File: src/rtl/add_acc_lanes.sv
// add_acc_lanes: multi-lane accumulate/write-back stage with forwarding.
// Optional macro ADD_SAT_EN: saturating ACC instead of modulo wrap.
module add_acc_lanes #(
   parameter int DATA_W = 16,
   parameter int ADDR_W = 8,
   parameter int LANES  = 4
) (
   input  logic                     clk,
   input  logic                     rst_n,
   input  logic                     in_valid,
   output logic                     in_ready,
   input  logic [1:0]               in_mode,
   input  logic [LANES-1:0]         in_lane_en,
   input  logic [LANES*DATA_W-1:0]  in_act_value,
   input  logic [LANES*DATA_W-1:0]  in_mult_result,
   input  logic [LANES*ADDR_W-1:0]  in_act_addr,
   output logic                     wb_valid,
   input  logic                     wb_ready,
   output logic [LANES-1:0]         out_act_write_en,
   output logic [LANES*ADDR_W-1:0]  out_act_addr_wb,
   output logic [LANES*DATA_W-1:0]  add_result_wb
);

   localparam logic [1:0] M_IDLE = 2'b00;
   localparam logic [1:0] M_ACC  = 2'b01;
   localparam logic [1:0] M_LOAD = 2'b10;
   localparam logic [1:0] M_CLR  = 2'b11;

   logic                    wb_valid_q, wb_valid_d;
   logic [LANES-1:0]        lane_vld_q, lane_vld_d;
   logic [LANES*ADDR_W-1:0] addr_q, addr_d;
   logic [LANES*DATA_W-1:0] res_q, res_d;
   logic [LANES*DATA_W-1:0] res_new;
   logic                    accept, commit, load_beat;
   logic [DATA_W-1:0]       op_a, op_b, sum;

   assign in_ready  = !wb_valid_q || wb_ready;
   assign accept    = in_valid && in_ready;
   assign commit    = wb_valid_q && wb_ready;
   assign load_beat = (in_mode != M_IDLE) && (|in_lane_en);

   assign wb_valid         = wb_valid_q;
   assign out_act_write_en = lane_vld_q & {LANES{commit}};
   assign out_act_addr_wb  = addr_q;
   assign add_result_wb    = res_q;

   // Per-lane operand select (same-lane forwarding) and mode result.
   always_comb begin
      res_new = '0;
      op_a    = '0;
      op_b    = '0;
      sum     = '0;
      for (int i = 0; i < LANES; i++) begin
         op_b = in_mult_result[i*DATA_W +: DATA_W];
         if (wb_valid_q && lane_vld_q[i] &&
             (addr_q[i*ADDR_W +: ADDR_W] == in_act_addr[i*ADDR_W +: ADDR_W]))
            op_a = res_q[i*DATA_W +: DATA_W];
         else
            op_a = in_act_value[i*DATA_W +: DATA_W];
         sum = op_a + op_b;
`ifdef ADD_SAT_EN
         // Same-sign operands with a flipped result sign overflowed.
         if ((op_a[DATA_W-1] == op_b[DATA_W-1]) &&
             (sum[DATA_W-1] != op_a[DATA_W-1]))
            sum = op_a[DATA_W-1] ? {1'b1, {(DATA_W-1){1'b0}}}
                                 : {1'b0, {(DATA_W-1){1'b1}}};
`endif
         case (in_mode)
            M_ACC:   res_new[i*DATA_W +: DATA_W] = sum;
            M_LOAD:  res_new[i*DATA_W +: DATA_W] = op_b;
            M_CLR:   res_new[i*DATA_W +: DATA_W] = '0;
            default: res_new[i*DATA_W +: DATA_W] = '0;
         endcase
      end
   end

   // Write-back register next state: load on accept, drain on commit.
   always_comb begin
      wb_valid_d = wb_valid_q;
      lane_vld_d = lane_vld_q;
      addr_d     = addr_q;
      res_d      = res_q;
      if (accept) begin
         if (load_beat) begin
            wb_valid_d = 1'b1;
            lane_vld_d = in_lane_en;
            addr_d     = in_act_addr;
            res_d      = res_new;
         end else begin
            wb_valid_d = 1'b0;
            lane_vld_d = '0;
         end
      end else if (commit) begin
         wb_valid_d = 1'b0;
         lane_vld_d = '0;
      end
   end

   // State registers with synchronous active-low reset.
   always_ff @(posedge clk) begin
      if (!rst_n) begin
         wb_valid_q <= 1'b0;
         lane_vld_q <= '0;
         addr_q     <= '0;
         res_q      <= '0;
      end else begin
         wb_valid_q <= wb_valid_d;
         lane_vld_q <= lane_vld_d;
         addr_q     <= addr_d;
         res_q      <= res_d;
      end
   end

endmodule
File: config.mk
export PLATFORM = sky130hd
export DESIGN_NAME = add_acc_lanes
export DESIGN_NICKNAME = d
export VERILOG_FILES = /design/src/rtl/add_acc_lanes.sv
export SDC_FILE = /design/constraint.sdc
export NUM_CORES = 1
export LEC_CHECK = 0
export CAP_MARGIN = 20
export CORE_MARGIN = 2
export CORE_UTILIZATION = 48
export DETAILED_ROUTE_END_ITERATION = 16
export PLACE_DENSITY = 0.91
export SYNTH_ARGS = -nofsm -noshare
export SYNTH_HDL_FRONTEND = slang
export SYNTH_SLANG_ARGS = --single-unit
File: constraint.sdc
create_clock -name clk -period 5.18 [get_ports clk]
set_clock_uncertainty 0.2 [all_clocks]
set_input_delay 0.777 -clock clk [delete_from_list [all_inputs] [get_ports clk]]
set_output_delay 0.777 -clock clk [all_outputs]
set_load 0.005 [all_outputs]
* After elaboration in Yosys (flattened, before gate mapping)
Index checks and enable logic that the tools add are counted.
** Word-level totals
- Bits of input ports :: 170
- Output and inout bits :: 102
- Word-level logic and storage cells :: 46
- Bits in registers :: 101
** Operators by class
- Multiplexer cells :: 14
- Eq/ne operators :: 6
- Add/sub/neg operators :: 4
- Reduce and logical (&&, ||, !) cells :: 17
- Bitwise operators :: 1
** Operators by type and width (count)
- 16-bit one-hot mux with 2 select lines :: 4
- 16-bit adder :: 4
- 16-bit two-way mux :: 4
- 8-bit equality test :: 4
- 4-bit two-way mux :: 3
- 1-bit logical AND :: 11
- 4-bit bitwise AND :: 1
- 2-bit nonzero test :: 2
- 4-bit OR reduction :: 1
- 1-bit two-way mux :: 3
- 2-bit by 1-bit equality test with 1-bit output, second input constant :: 1
- 2-bit equality test, second input constant :: 1
- 2-bit AND reduction :: 1
- 1-bit logical NOT :: 1
- 1-bit logical OR :: 1

* Longest topological paths before layout
- Depth after elaboration :: 5
- Depth in mapped cells :: 15

* Worst setup path before layout
No wires, ideal clock.
- Kind :: input to register
- Start point :: in in_act_addr[7]
- End point :: reg res_q[14], in the netlist add_result_wb[14]
- Setup time :: 0.127 ns
- Stages on the path :: 13
- Arrival :: 3.534 ns
- Slack :: 1.318 ns
- Cell sequence :: xor2_1 > nor4_2 > nand3_2 > buf_2 > mux2_2 > ha_1 > a21oi_1 > o21ai_0 > a31oi_1 > o311ai_2 > a311oi_1 > mux2i_1 > nand4_1
** Between the ends
- Word-level cells in the longest chain between the ends :: 5
** Ends and longest elaborated chain
- start, declared :: RTL line 16 : input logic [LANES*ADDR_W-1:0] in_act_addr,
- 8-bit equality test :: RTL line 56 : (addr_q[i*ADDR_W +: ADDR_W] == in_act_addr[i*ADDR_W +: ADDR_W]))
- 1-bit logical AND :: RTL line 55 : if (wb_valid_q && lane_vld_q[i] &&
- 16-bit two-way mux :: RTL line 55
- 16-bit adder :: RTL line 60 : sum = op_a + op_b;
- 16-bit one-hot mux with 2 select lines :: RTL line 68 : case (in_mode)
- end signal, assigned :: RTL line 110 : res_q <= res_d;
- end, declared :: RTL line 32 : logic [LANES*DATA_W-1:0] res_q, res_d;
No other way between the ends.
A chain may end at the register's enable or synchronous reset.

* Worst setup path after layout
- Start point :: in in_act_addr[30]
- End point :: reg res_q[62], in the netlist add_result_wb[62]
The elaborated chain is that of the path after synthesis.

==> out/qor.json <==
{
  "finish": {
    "final_cell_count_without_fillers": 1501,
    "register_area_mm2": 0.00202,
    "multiInputGateArea_mm2": 0.00595,
    "n_fill_cell": 1427,
    "final_layout_size_suffix_gt1_share_pct": 8.39,
    "area_growth_pct": 37.2,
    "nets": 1520
  },
  "routing": {
    "route.detailed.wl_per_inst_um": 18.1,
    "postRouteAntennaNets": 0,
    "post_drt_via_cell_ratio": 5.74,
    "drt_drc_violations_left": 0,
    "drtIter0Drc": 462,
    "num_vias": 8613,
    "drt_first_pass_iters": 5,
    "routed_wl_um": 27200
  },
  "sta": {
    "layout_worst_path_cycle_share_pct": 87.8,
    "worstMarginPinSlew_ns": 1.00,
    "final-hold-violation-count": 0,
    "post-route-worst-setup-slack_ns": 0.633,
    "maxSlewViolCount": 0,
    "setup-tns-final_ns": 0,
    "unrepaired_setup_endpoints_after_global_routing": "false",
    "worst_slew_margin_relative_to_its_limit_pct": 33.3,
    "minimum_clock_period_after_layout_ns": 4.55,
    "timing.fmax_ghz": 0.220,
    "finalSetupViolations": 0
  },
  "run_status": {
    "status": "completed"
  },
  "global_routing": {
    "grt_pass1_wl_um": 42000,
    "grt.total_usage_pct": 28.6,
    "largest_net_degree_at_the_start_of_global_routing": 103,
    "vias_in_the_first_global_route": 8216,
    "gr-total-overflow": 0,
    "grt_antenna_before_repair": 1
  },
  "synth": {
    "synth_enable_flop_cells": 0,
    "synthArstFlopShare_pct": 0,
    "seq_total_area_yosys_pct": 24.2,
    "avgSynthCellArea_um2": 8.09,
    "yosysWarnings": 0,
    "synth.lib_cells_used.distinct": 67,
    "synth_top_area_share_pct": 24.2,
    "synth.largest_area_cell": "dfxtp_1",
    "synth_common_cells": "nand2_1, dfxtp_1, ha_1",
    "ys_seq_elements": 101,
    "post-synth-top-count-cell": "nand2_1",
    "ys_dominant_reg_cell": "dfxtp_1",
    "synth.net_count": 1281,
    "synth_area_mm2": 0.00834,
    "ys_top_cells_by_area": "dfxtp_1, ha_1, nand2_1",
    "post_synth_inst_count": 1031
  },
  "clock_tree": {
    "holdBufCountCts": 0,
    "clkLatencyLatePin_ns": 0.35,
    "clk_path_buf_depth": 2,
    "post_cts_buffers": 0,
    "numClockSinks": 101,
    "tritoncts_clock_tree": "yes",
    "cts.htree.levels": 3,
    "clkSlewWorstSetupHoldPaths_ns": 0.07,
    "cts_repair_resize_count": 0,
    "cts-root-buf": "clkbuf_16",
    "clock_buffers_created_by_tritoncts": 9
  },
  "hold_path": {
    "hold_path_startpoint": "add_result_wb[41]",
    "timing.hold.worst.class": "reg -> reg"
  },
  "worst_setup_path": {
    "cp_data_arrival_time_ns": 4.55,
    "setup.worst_path.start": "in_act_addr[30]",
    "criticalPathCategory": "in -> reg",
    "start_kind": "input port",
    "cp-end-kind": "flip-flop",
    "critical_path_peak_fanout": 14,
    "reg2reg_from": "out_act_addr_wb[30]",
    "cp_data_required_time_ns": 5.18
  },
  "place": {
    "place_hpwl_um": 20100,
    "place_congestion": 0.928,
    "pre_cts_slack_ns": 0.405,
    "dp_cells": 1484,
    "numPortBuffers": 271
  },
  "floorplanning": {
    "design.portCount": 272,
    "die_width_um": 136,
    "core_area_mm2": 0.0171,
    "dieArea_mm2": 0.0184,
    "die_h_um": 136,
    "num_rows": 48,
    "floorplan.initialDensity_pct": 48.7
  },
  "power_and_ir_drop": {
    "total_power_divided_by_cell_area_mw_per_mm2": 203,
    "static-leakage-power_nw": 4.66,
    "design_power_total_w": 0.00232,
    "worst_ir_drop_vdd_mv": 0.145
  },
  "job": {
    "max_cap_violations": 0
  }
}
[critical path, stage by stage]
cell,delay [ns]
clkdlybuf4s50_1,0.46
xor2_1,0.17
nor4_2,0.47
nand3_2,0.23
buf_4,0.27
mux2_2,0.31
ha_1,0.33
a21oi_1,0.21
a21oi_1,0.13
o211ai_1,0.33
a31oi_1,0.22
a221oi_1,0.38
xor2_1,0.16
o21ai_0,0.08
[per-stage QoR]
step           hold slack (ns)  instance area, um2  util (%)
2_1_floorplan            0.271                8340         -
4_1_cts                  0.297               11400      66.8
5_1_grt                  0.311               11400      66.8
6_report                 0.293               11400      66.8
3_5_place_dp             0.287               11100      65.1
3_3_place_gp             0.279               11100      65.1
[cells by family (layout without fill, tap and decap cells)]
| group | Yosys count | after routing | synth area share (%) |
|---|---|---|---|
| simple gates | 350 | 350 | 19.6 |
| compound gates | 267 | 267 | 21.4 |
| flops | 101 | 101 | 24.2 |
| xor+xnor | 86 | 86 | 9.03 |
| fa+ha+maj | 80 | 80 | 12.4 |
| buf+inv | 80 | 324 | 4.44 |
| mux | 67 | 67 | 8.94 |
| other cells | 0 | 1 | 0 |
[layer usage]
metal  vias to the layer above  GRT usage [%]  part of all wire (%)
li1                       4133              -                     -
met1                      4037           36.0                    42
met2                       385           47.6                    46
met3                        58           6.15                   8.6
met4                         0           11.5                   3.0
met5                         -              0                     0
[report_power, final]
group	switching, W	internal (W)	total (W)
registers	0.0000331	0.000812	0.000845
logic	0.000379	0.000398	0.000777
clock network	0.000324	0.000378	0.000703
total	0.000736	0.00159	0.00232
[flip-flops by register name (all words and copies together), names as in the netlist]
register         flops
lane_vld_q           4
wb_valid             1
add_result_wb       64
out_act_addr_wb     32
[placed cells by master (no fill, tap or decap), types with 5 or more instances in the layout]
cell	instances
mux2i_1	7
clkdlybuf4s50_1	270
a21boi_0	43
nor3_1	9
a21o_1	23
nand3_1	46
clkbuf_16	9
ha_1	76
xnor2_1	31
buf_4	13
mux2_2	60
a31oi_1	8
nand2_1	202
nand3b_1	5
dfxtp_1	101
nor2b_1	28
inv_1	24
nor2_1	17
a22o_1	7
a211oi_1	6
a22oi_1	27
o21ai_0	67
xor2_1	55
and3_1	11
nand4_1	9
a21oi_1	46
[cell type report]
class | count | share of cell area (%)
diodes | 1 | 0.0219
clock buffers | 11 | 2.03
clock inverters | 5 | 0.503
inverters | 24 | 0.787
multi-input cells | 850 | 52.0
flip-flops and latches | 101 | 17.7
well taps | 225 | 2.46
repair buffers | 284 | 24.5
[worst paths after layout]
kind / cells past startpoint / to / slack, ns
setup reg to reg: 13 / add_result_wb[62] / 1.18
hold reg to reg: 2 / add_result_wb[41] / 0.29
setup / recovery: 14 / add_result_wb[62] / 0.63
hold / removal: 2 / add_result_wb[41] / 0.29
(Power assumes the default switching activity.)
